### src/rtl/traffic_pkg.sv
// rtl/traffic_pkg.sv - shared state encoding, LED patterns and phase sequencing for traffic_light_ctrl
package traffic_pkg;

    typedef enum logic [2:0] {
        S_GA    = 3'd0,
        S_YA    = 3'd1,
        S_RR1   = 3'd2,
        S_GB    = 3'd3,
        S_YB    = 3'd4,
        S_RR2   = 3'd5,
        S_NIGHT = 3'd6
    } state_t;

    // Lamp position inside one road's {R,Y,G} triple, and each road's offset in LED
    localparam int BIT_R  = 2;
    localparam int BIT_Y  = 1;
    localparam int BIT_G  = 0;
    localparam int ROAD_A = 3;
    localparam int ROAD_B = 0;

    localparam logic [5:0] LED_GA  = 6'b001_100;
    localparam logic [5:0] LED_YA  = 6'b010_100;
    localparam logic [5:0] LED_RR1 = 6'b100_100;
    localparam logic [5:0] LED_GB  = 6'b100_001;
    localparam logic [5:0] LED_YB  = 6'b100_010;
    localparam logic [5:0] LED_RR2 = 6'b100_100;

    function automatic state_t next_phase(input state_t s);
        case (s)
            S_GA:    return S_YA;
            S_YA:    return S_RR1;
            S_RR1:   return S_GB;
            S_GB:    return S_YB;
            S_YB:    return S_RR2;
            default: return S_GA;
        endcase
    endfunction

    function automatic logic [5:0] led_pattern(input state_t s, input logic flash);
        logic [5:0] p;
        p = '0;
        case (s)
            S_GA:    p = LED_GA;
            S_YA:    p = LED_YA;
            S_RR1:   p = LED_RR1;
            S_GB:    p = LED_GB;
            S_YB:    p = LED_YB;
            S_RR2:   p = LED_RR2;
            default: begin
                p[ROAD_A + BIT_Y] = flash;
                p[ROAD_B + BIT_Y] = flash;
            end
        endcase
        return p;
    endfunction

endpackage

### src/rtl/tick_gen.sv
// rtl/tick_gen.sv - countdown tick prescaler, one-cycle tick every TICK_DIV enabled cycles
module tick_gen #(
    parameter int TICK_DIV = 50_000_000
) (
    input  logic clk,
    input  logic rst,
    input  logic en,
    input  logic clr,
    output logic tick
);

    localparam int CW = $clog2(TICK_DIV);
    localparam logic [CW-1:0] LAST = CW'(TICK_DIV - 1);

    logic [CW-1:0] cnt;

    // Tick fires on the wrap cycle so the consumer acts on the same edge the count returns to 0
    assign tick = en && !clr && (cnt == LAST);

    always_ff @(posedge clk) begin
        if (rst || clr) begin
            cnt <= '0;
        end else if (en) begin
            cnt <= (cnt == LAST) ? '0 : cnt + 1'b1;
        end
    end

endmodule

### src/rtl/traffic_light_ctrl.sv
// rtl/traffic_light_ctrl.sv - two-road traffic light FSM with countdown; PED_REQ_EN enables pedestrian green shortening
module traffic_light_ctrl
    import traffic_pkg::*;
#(
    parameter int TICK_DIV = 50_000_000,
    parameter int CNT_W    = 6,
    parameter int GREEN_A  = 25,
    parameter int GREEN_B  = 20,
    parameter int YELLOW   = 3,
    parameter int ALL_RED  = 2,
    parameter int PED_MIN  = 5
) (
    input  logic             clk,
    input  logic             rst,
    input  logic             en,
    input  logic             night,
    input  logic             ped_req,
    output logic [5:0]       LED,
    output logic [CNT_W-1:0] dem,
    output logic [2:0]       phase,
    output logic             ped_ack
);

    state_t           state, state_n;
    logic [CNT_W-1:0] dem_n;
    logic             flash, flash_n;
    logic             ack_n;
    logic             clr;
    logic             tick;
    logic             ped_hit;

    function automatic logic [CNT_W-1:0] duration(input state_t s);
        case (s)
            S_GA:         return CNT_W'(GREEN_A);
            S_GB:         return CNT_W'(GREEN_B);
            S_YA, S_YB:   return CNT_W'(YELLOW);
            S_RR1, S_RR2: return CNT_W'(ALL_RED);
            default:      return '0;
        endcase
    endfunction

    tick_gen #(
        .TICK_DIV(TICK_DIV)
    ) u_tick_gen (
        .clk  (clk),
        .rst  (rst),
        .en   (en),
        .clr  (clr),
        .tick (tick)
    );

`ifdef PED_REQ_EN
    assign ped_hit = ped_req && en && !night && (state == S_GA || state == S_GB)
                     && (dem > CNT_W'(PED_MIN));
`else
    logic unused_ped;
    assign unused_ped = ped_req;
    assign ped_hit    = 1'b0;
`endif

    assign phase = state;

    // Night entry/exit beats everything but reset, then pedestrian load beats the tick
    always_comb begin
        state_n = state;
        dem_n   = dem;
        flash_n = flash;
        ack_n   = 1'b0;
        clr     = 1'b0;
        if (state == S_NIGHT) begin
            if (!night) begin
                state_n = S_RR2;
                dem_n   = duration(S_RR2);
                flash_n = 1'b0;
                clr     = 1'b1;
            end else if (tick) begin
                flash_n = !flash;
            end
        end else if (night) begin
            state_n = S_NIGHT;
            dem_n   = '0;
            flash_n = 1'b0;
            clr     = 1'b1;
        end else if (ped_hit) begin
            dem_n = CNT_W'(PED_MIN);
            ack_n = 1'b1;
        end else if (tick) begin
            if (dem == CNT_W'(1)) begin
                state_n = next_phase(state);
                dem_n   = duration(next_phase(state));
            end else begin
                dem_n = dem - CNT_W'(1);
            end
        end
    end

    always_ff @(posedge clk) begin
        if (rst) begin
            state   <= S_GA;
            dem     <= CNT_W'(GREEN_A);
            flash   <= 1'b0;
            LED     <= LED_GA;
            ped_ack <= 1'b0;
        end else begin
            state   <= state_n;
            dem     <= dem_n;
            flash   <= flash_n;
            LED     <= led_pattern(state_n, flash_n);
            ped_ack <= ack_n;
        end
    end

endmodule
### config.mk
export PLATFORM = sky130hd
export DESIGN_NAME = traffic_light_ctrl
export DESIGN_NICKNAME = d
export VERILOG_FILES = /design/src/rtl/traffic_pkg.sv /design/src/rtl/tick_gen.sv /design/src/rtl/traffic_light_ctrl.sv
export SDC_FILE = /design/constraint.sdc
export NUM_CORES = 1
export LEC_CHECK = 0
export CORE_MARGIN = 2
export CORE_UTILIZATION = 25
export CTS_CLUSTER_DIAMETER = 60
export CTS_CLUSTER_SIZE = 20
export DETAILED_ROUTE_END_ITERATION = 10
export GPL_ROUTABILITY_DRIVEN = 0
export HOLD_SLACK_MARGIN = 0.02
export PLACE_DENSITY_LB_ADDON = 0.3
export SLEW_MARGIN = 5
export SYNTH_ARGS = -nofsm -noshare
export SYNTH_HDL_FRONTEND = slang
export SYNTH_SLANG_ARGS = --single-unit
### constraint.sdc
create_clock -name clk -period 2.5 [get_ports clk]
set_clock_uncertainty 0.15 [all_clocks]
set_input_delay 0.5 -clock clk [delete_from_list [all_inputs] [get_ports clk]]
set_output_delay 0.5 -clock clk [all_outputs]
set_load 0.01 [all_outputs]
Word level (Yosys, flattened, before mapping):

Index checks and enable logic that the tools add are counted.

* register bits after elaboration: 42
* input bits: 5

* add/sub/neg operators: 2
* multiplexer cells: 29
* eq/ne operators: 18
* reduce and logical (&&, ||, !) cells: 16

Operators by type and width (count)
* 6-bit two-way mux: 5
* 3-bit two-way mux: 9
* 26-bit by 1-bit adder with 26-bit output, second input constant: 1
* 26-bit == test, second input constant: 1
* 26-bit two-way mux: 1
* 5-bit case mux with 4 select lines: 1
* 3-bit by 2-bit == test with 1-bit output, second input constant: 6
* 3-bit == test, second input constant: 6
* 3-bit case mux with 5 select lines: 1
* 5-bit OR reduction: 2
* 3-bit by 1-bit == test with 1-bit output, second input constant: 3
* 3-bit logical NOT: 3
* 1-bit two-way mux: 9
* 6-bit by 1-bit == test with 1-bit output, second input constant: 1
* 6-bit by 1-bit subtractor with 6-bit output, second input constant: 1
* 1-bit case mux with 2 select lines: 2
* 2-bit case mux with 2 select lines: 1
* 2-bit OR reduction: 2
* 4-bit OR reduction: 1
* 3-bit nonzero test: 1
* 3-bit OR reduction: 1
* 1-bit logical AND: 2
* 1-bit logical NOT: 2
* 2-bit inequality test, second input constant: 1
* 2 further kinds: 2

Logic depth before layout (Yosys ltp):

Gate-level depths: netlist (run 1).

* depth in word-level cells: 15
* mapped depth: 9
* depth with buffers taken out: 7

Cells and area by module:

From an unflattened synthesis (run 1), not the netlist that was laid out.

* cell total of the unflattened synthesis: 269
* area total of the unflattened synthesis: 2264.7 sq um

By module, submodules not included
* tick_gen: area an instance 1244.9 sq um, instances 1, cells an instance 146
* traffic_light_ctrl: area an instance 1019.7 sq um, instances 1, cells an instance 123

Worst setup path after synthesis (run 1):

Ideal clock, no wire load.

* kind: register to register
* start point: register u_tick_gen.cnt[10]
* end point: register dem[5]
* library setup time: 0.091 ns
* path slack: 0.011 ns
* stages on the path, launching flop included: 9
* path buffers: 2
* arrival time: 2.248 ns
* path through: dfxtp_1 or4b_4 nor4b_4 and2_1 buf_6 and3_1 buf_4 or3b_1 a311oi_1

* word-level cells in the longest chain between the ends: 4

RTL lines
* start: declaration: line tick_gen.sv:15 `logic [CW-1:0] cnt;`
* start signal: assignment: line tick_gen.sv:24 `cnt <= (cnt == LAST) ? '0 : cnt + 1'b1;`
* 26-bit == test: line tick_gen.sv:18 `assign tick = en && !clr && (cnt == LAST);`
* 1-bit logical AND: line tick_gen.sv:18
* 3-bit nonzero test (no line)
* 2-bit AND reduction (no line)
* end signal: assignment: line traffic_light_ctrl.sv:100 `dem <= CNT_W'(GREEN_A);`
* end signal: assignment: line traffic_light_ctrl.sv:106 `dem <= dem_n;`
* end: declaration: line traffic_light_ctrl.sv:19 `output logic [CNT_W-1:0] dem,`

No other way between the ends.
A chain may end at the register's enable or synchronous reset.

Final worst setup path (run 1):

Ends and elaborated chain as after synthesis.

==> flow_summary.yaml, run 1 <==
worst_setup_path:
  r2r_end: "dem[5]"
  crit_chain: "or4b_4 -> nor4b_4 -> and2_4 -> and3_4 -> or3b_1 -> a311oi_1"
  r2r-start: "u_tick_gen.cnt[10]"
  cp-startpoint: "u_tick_gen.cnt[10]"
  required_ns: 2.57
  startpoint_type: "register"
  crit_slowest_cell: "or4b_4"
  critical_path.max_stage_delay_ns: 0.54
  cp_top_family: "simple AND/OR/NAND/NOR gates"
  critPathKind: "register to register"
  cp.depth: 6
  crit_fanout: 3
  arrival_ns: 2.51
  end_kind: "register"
  reg2regPathDepth: 6
  cp.buffers_inverters: 0
  critPathCapture: "dem[5]"
  reg2reg_slack_ns: 0.06
floorplanning:
  core-area_um2: 8130
  start_util: 0.255
  ios: 21
  dieArea_um2: 9050
  rows: 33
  die_w_um: 95.2
  die_h_um: 95.2
routing:
  avgViaCountPerCell: 4.63
  drc: 0
  drtAntennaViolNets: 0
  vias: 1801
  wl_mm: 4.55
  wire_per_inst_um: 11.7
  drt_iter0_drc: 38
  drt-pass1-iter-count: 4
final_layout:
  fin_area_um2: 2700
  diodes: 0
  final_nets: 292
  syn2layout_area_growth_pct: 29.9
  instances_no_fill: 389
  drive_gt1_frac: 0.162
clocking:
  clkTransAtPathRegs_ns: 0.08
  clock-root-buffer: "clkbuf_8"
  htree_levels: 2
  numCtsBuffers: 5
  clock_latency_ns: 0.30
  clock-sinks: 42
  cts_tree: "done"
  clockBufferDepth: 2
global_routing:
  grt_overflow_total: 0
  grt_pass1_vias: 1723
  grt_max_degree: 26
  antenna_found_initial: 0
  grtUsageTotal: 0.110
  grt_pass1_wl_mm: 7.78
sta:
  hold_viol: 0
  setup_viol: 0
  fin_ws_ns: 0.0602
  rsz0062_at_grt: "true"
  layout_min_cycle_time_ns: 2.44
  fmax_mhz: 410
  min_period_over_period: 0.976
  holdWs_ns: 0.367
  final_max_slew_viol_count: 0
power_and_ir_drop:
  power_frac_clock: 0.403
  p_leak_uw: 0.000993
  finalPower_uw: 1390
  vdd_ir_drop_max_mv: 0.204
  powerDensity_nw_per_um2: 514
  internal_power_uw: 1070
  comb_power_share: 0.099
  seqPwrFrac: 0.498
  p_sw_frac: 0.231
  power.switching_uw: 320
yosys:
  synth-async-reset-ratio: 0
  synth_flop_cell: "dfxtp_1"
  synth_edf_count: 0
  synth_area_um2: 2080
  syn_area_per_cell_um2: 8.62
  ys_seq_area_frac: 0.405
  netlist_instances: 241
  synth.distinct_cells: 50
  synth_warnings: 0
  syn-num-nets: 249
  postSynthRegisterBits: 42
placed_design:
  dp.cells: 381
  dp_hpwl_mm: 3.38
  io_buffers: 18
  place_area_um2: 2560
  post-place-ws_ns: -0.274
outcome:
  status: "complete, no violations"
worst_hold_path:
  hold_start: "dem[1]"
  hold_path.class: "register to register"
flow_run:
  maxCapViolCount: 0
power groups by stage:
stage / combinational, uW / clock, uW / sequential [uW]
6_report: 138 / 559 / 690
5_1_grt: 151 / 605 / 693
4_1_cts: 138 / 583 / 692
3_5_place_dp: 136 / 0 / 708
3_3_place_gp: 136 / 0 / 708
2_1_floorplan: 71.3 / 0 / 712
cell families (layout without fill, tap and decap cells):
| family | after synthesis | count (layout) | synth area share |
|---|---|---|---|
| xor gates and xnor gates | 28 | 28 | 0.118 |
| other | 1 | 1 | 0.00181 |
| AOI/OAI and AO/OA | 39 | 39 | 0.131 |
| buffers and inverters | 18 | 61 | 0.0398 |
| muxes | 2 | 2 | 0.00964 |
| DFF | 42 | 42 | 0.405 |
| adders and majority gates | 3 | 3 | 0.0181 |
| and+or+nand+nor | 108 | 108 | 0.277 |
synthesized netlist by cell type (3+ instances only):
cell type | count | area share
o21ai_0 | 10 | 0.024
nor4_1 | 4 | 0.012
and2_1 | 3 | 0.0090
nor2b_1 | 5 | 0.015
inv_1 | 6 | 0.011
xnor2_1 | 13 | 0.055
nor2_1 | 34 | 0.061
nand2_1 | 18 | 0.033
a21oi_1 | 6 | 0.014
a221o_1 | 3 | 0.014
and3_1 | 7 | 0.021
dfxtp_1 | 42 | 0.40
nand3_1 | 10 | 0.024
xor2_1 | 15 | 0.063
nor3_1 | 4 | 0.0096
ha_1 | 3 | 0.018
clkbuf_1 | 9 | 0.016
nand4_1 | 6 | 0.018
or3_1 | 4 | 0.012
layout by cell type (no fill, tap or decap), drive strengths merged, types with 2 or more instances in the layout:
cell type      instances
ha                     3
buf                   30
and2                   3
a21oi                  6
a2111oi                2
mux2i                  2
xor2                  15
a221o                  3
inv                    6
and4                   2
clkbuf                 6
nand2                 18
o21bai                 2
a311oi                 2
or3                    4
nor4                   4
nand3                 10
nor2b                  5
nor3b                  2
nand2b                 2
a31oi                  2
clkdlybuf4s50         18
or3b                   2
and3                   7
o21ai                 10
nand4                  6
dfxtp                 42
xnor2                 13
nor2                  34
nor3                   4
tightest hold or removal path: stages (launching register included):
cell and delay [ns]:
dfxtp_1 0.35, nand2_1 0.07, a21oi_1 0.05
state kept, by name, indices dropped and copies added (netlist names):
name,cells
flash,1
u_tick_gen.cnt,26
dem,6
LED,6
phase,3
area by class of cell:
type                            instances  area, um2
Sequential cell                        42        846
Tap cell                              105        131
Clock inverter                          1       30.0
Clock buffer                            6       82.6
Inverter                                6       22.5
Timing Repair Buffer                   48        418
Multi-Input combinational cell        181       1170
Fill cell                             840       5440
timing repair:
item / 4_1_cts / 5_1_grt
resized for setup: 1 / 6
buffers inserted: 0 / 1
setup endpoints to repair: 2 / 7
hold buffers: 0 / 0
pin swaps: 0 / 4
metal layers:
metal,global-route usage,part of all wire
met3,0.0324,0.040
met4,0.0556,0.026
met1,0.123,0.46
met2,0.189,0.47
met5,0,0
how the worst min path moves through the flow:
stage                                     to  slack, ns  cells past startpoint
after global routing      u_tick_gen.cnt[23]       0.41                      2
after detailed placement              dem[1]       0.36                      2
after global placement    u_tick_gen.cnt[15]       0.35                      2
after floorplan           u_tick_gen.cnt[15]       0.32                      2
after CTS                             dem[1]       0.37                      2
final                                 dem[1]       0.37                      2
stage by stage:
step           setup TNS, ns   util
6_report                   0  0.332
5_1_grt              -0.0386  0.332
4_1_cts                    0  0.329
3_5_place_dp           -1.99  0.315
3_3_place_gp           -2.01  0.315
2_1_floorplan              0      -
Power figures use the tool's default switching activity.
==> run 2, diff against run 1 <==
--- a/config.mk
+++ b/config.mk
@@ -6,13 +6,14 @@
 export NUM_CORES = 1
 export LEC_CHECK = 0
 export CORE_MARGIN = 2
-export CORE_UTILIZATION = 25
+export CORE_UTILIZATION = 45
 export CTS_CLUSTER_DIAMETER = 60
 export CTS_CLUSTER_SIZE = 20
 export DETAILED_ROUTE_END_ITERATION = 10
 export GPL_ROUTABILITY_DRIVEN = 0
 export HOLD_SLACK_MARGIN = 0.02
 export PLACE_DENSITY_LB_ADDON = 0.3
+export SETUP_SLACK_MARGIN = 0.02
 export SLEW_MARGIN = 5
 export SYNTH_ARGS = -nofsm -noshare
 export SYNTH_HDL_FRONTEND = slang
==> flow_summary.yaml, run 2 (synthesis results as in run 1) <==
final_layout:
  drive_gt1_frac: 0.142
  fin_area_um2: 2560
  layout_common_cells: "dfxtp_1, nor2_1, buf_4, nand2_1, clkdlybuf4s50_1"
  largest_reg_flops: 26
  nFillCells: 407
  diodes: 0
  final-seq-area_um2: 843
  largest_register: "u_tick_gen.cnt"
  final_util: 0.579
  final_nets: 284
  final_common_cell: "dfxtp_1"
  syn2layout_area_growth_pct: 23.1
  multi_input_area_um2: 1190
  reg.largest.list: "u_tick_gen.cnt (26), LED (6), dem (6)"
  instances_no_fill: 327
floorplanning:
  die_h_um: 71.9
  ios: 21
  dieArea_um2: 5170
  core-area_um2: 4410
  start_util: 0.471
  rows: 24
  die_w_um: 71.9
worst_setup_path:
  crit_slowest_cell: "or4b_4"
  critical_path.max_stage_delay_ns: 0.54
  critPathKind: "register to register"
  reg2regPathDepth: 6
  arrival_ns: 2.50
  cp.depth: 6
  startpoint_type: "register"
  required_ns: 2.55
  cp_top_family: "simple AND/OR/NAND/NOR gates"
  cp.buffers_inverters: 0
  crit_chain: "or4b_4 -> nor4b_4 -> and2_4 -> and3_4 -> or3b_1 -> a311oi_1"
  end_kind: "register"
  crit_fanout: 3
routing:
  drtAntennaViolNets: 0
  drc: 0
  drt-pass1-iter-count: 4
  avgViaCountPerCell: 5.51
  wl_mm: 4.29
  wire_per_inst_um: 13.1
  vias: 1801
  drt_iter0_drc: 85
outcome:
  status: "complete, no violations"
global_routing:
  antenna_found_initial: 0
  use_met3: 0.0417
  grtUsageTotal: 0.175
  grt_pass1_vias: 1577
  top_usage_layer: "met1"
  grtUsageMet2: 0.252
  grt_max_degree: 26
  grt_overflow_total: 0
  grt_pass1_wl_mm: 7.15
  grtUsageMet1: 0.258
clocking:
  clock-root-buffer: "clkbuf_8"
  cts_tree: "done"
  clock-sinks: 42
  postCtsHoldBufs: 0
  clock_latency_ns: 0.29
  numCtsBuffers: 5
  htree_levels: 2
  clockBufferDepth: 2
  clkTransAtPathRegs_ns: 0.07
worst_hold_path:
  worstHoldPathCells: 2
  hold_path.class: "register to register"
sta:
  finalSetupTns_ns: 0
  setup_viol: 0
  min_period_over_period: 0.982
  timing.slew.headroom: 0.672
  final_max_slew_viol_count: 0
  rsz0062_at_grt: "true"
  fmax_mhz: 408
  holdWs_ns: 0.363
  layout_min_cycle_time_ns: 2.45
  tightest_slew_ns: 0.487
  hold_viol: 0
power_and_ir_drop:
  p_leak_uw: 0.000937
  vdd_ir_drop_max_mv: 0.371
  powerDensity_nw_per_um2: 489
flow_run:
  maxCapViolCount: 0
placed_design:
  io_buffers: 18
  place_area_um2: 2430
  dp_hpwl_mm: 3.09
  dp.cells: 320
run 2: area by class of cell:
cell class	instances	area share
Clock buffer	6	0.0323
Inverter	6	0.00881
Multi-Input combinational cell	181	0.464
Sequential cell	42	0.330
Tap cell	52	0.0254
Timing Repair Buffer	40	0.140
run 2: path summary, 6_finish.rpt:
kind,to,slack [ns],startpoint
setup / recovery,dem[5],0.05,u_tick_gen.cnt[10]
setup reg to reg,dem[5],0.05,u_tick_gen.cnt[10]
hold reg to reg,u_tick_gen.cnt[15],0.36,u_tick_gen.cnt[15]
hold / removal,u_tick_gen.cnt[15],0.36,u_tick_gen.cnt[15]
run 2: stage by stage:
stage               power, uW  worst slack (ns)
floorplan                 783            0.0106
finish                   1250            0.0462
detailed placement        838            -0.279
global placement          837            -0.261
global route             1300           -0.0347
CTS                      1260            0.0871
run 2: per-layer routing:
layer / vias to the layer above / share of wire
li1: 915 / -
met3: 2 / 0.038
met2: 34 / 0.44
met5: - / 0
met4: 0 / 0.0068
met1: 850 / 0.51
run 2: worst min-delay path, stage by stage, from the launching register on:
cell and delay, ns:
dfxtp_1 0.34, xor2_1 0.07, nor2_1 0.07
run 2: report_power, final:
| part | switching [uW] | internal, uW | total [uW] |
|---|---|---|---|
| Sequential | 13.3 | 681 | 695 |
| Clock | 214 | 213 | 427 |
| Combinational | 67.5 | 62.6 | 130 |
| Total | 294 | 957 | 1250 |
run 2: timing repair:
| action | 4_1_cts | 5_1_grt |
|---|---|---|
| resized for setup | 1 | 7 |
| setup buffers | 0 | 1 |
| endpoints found under the setup margin | 1 | 5 |
| pin swaps | 0 | 5 |
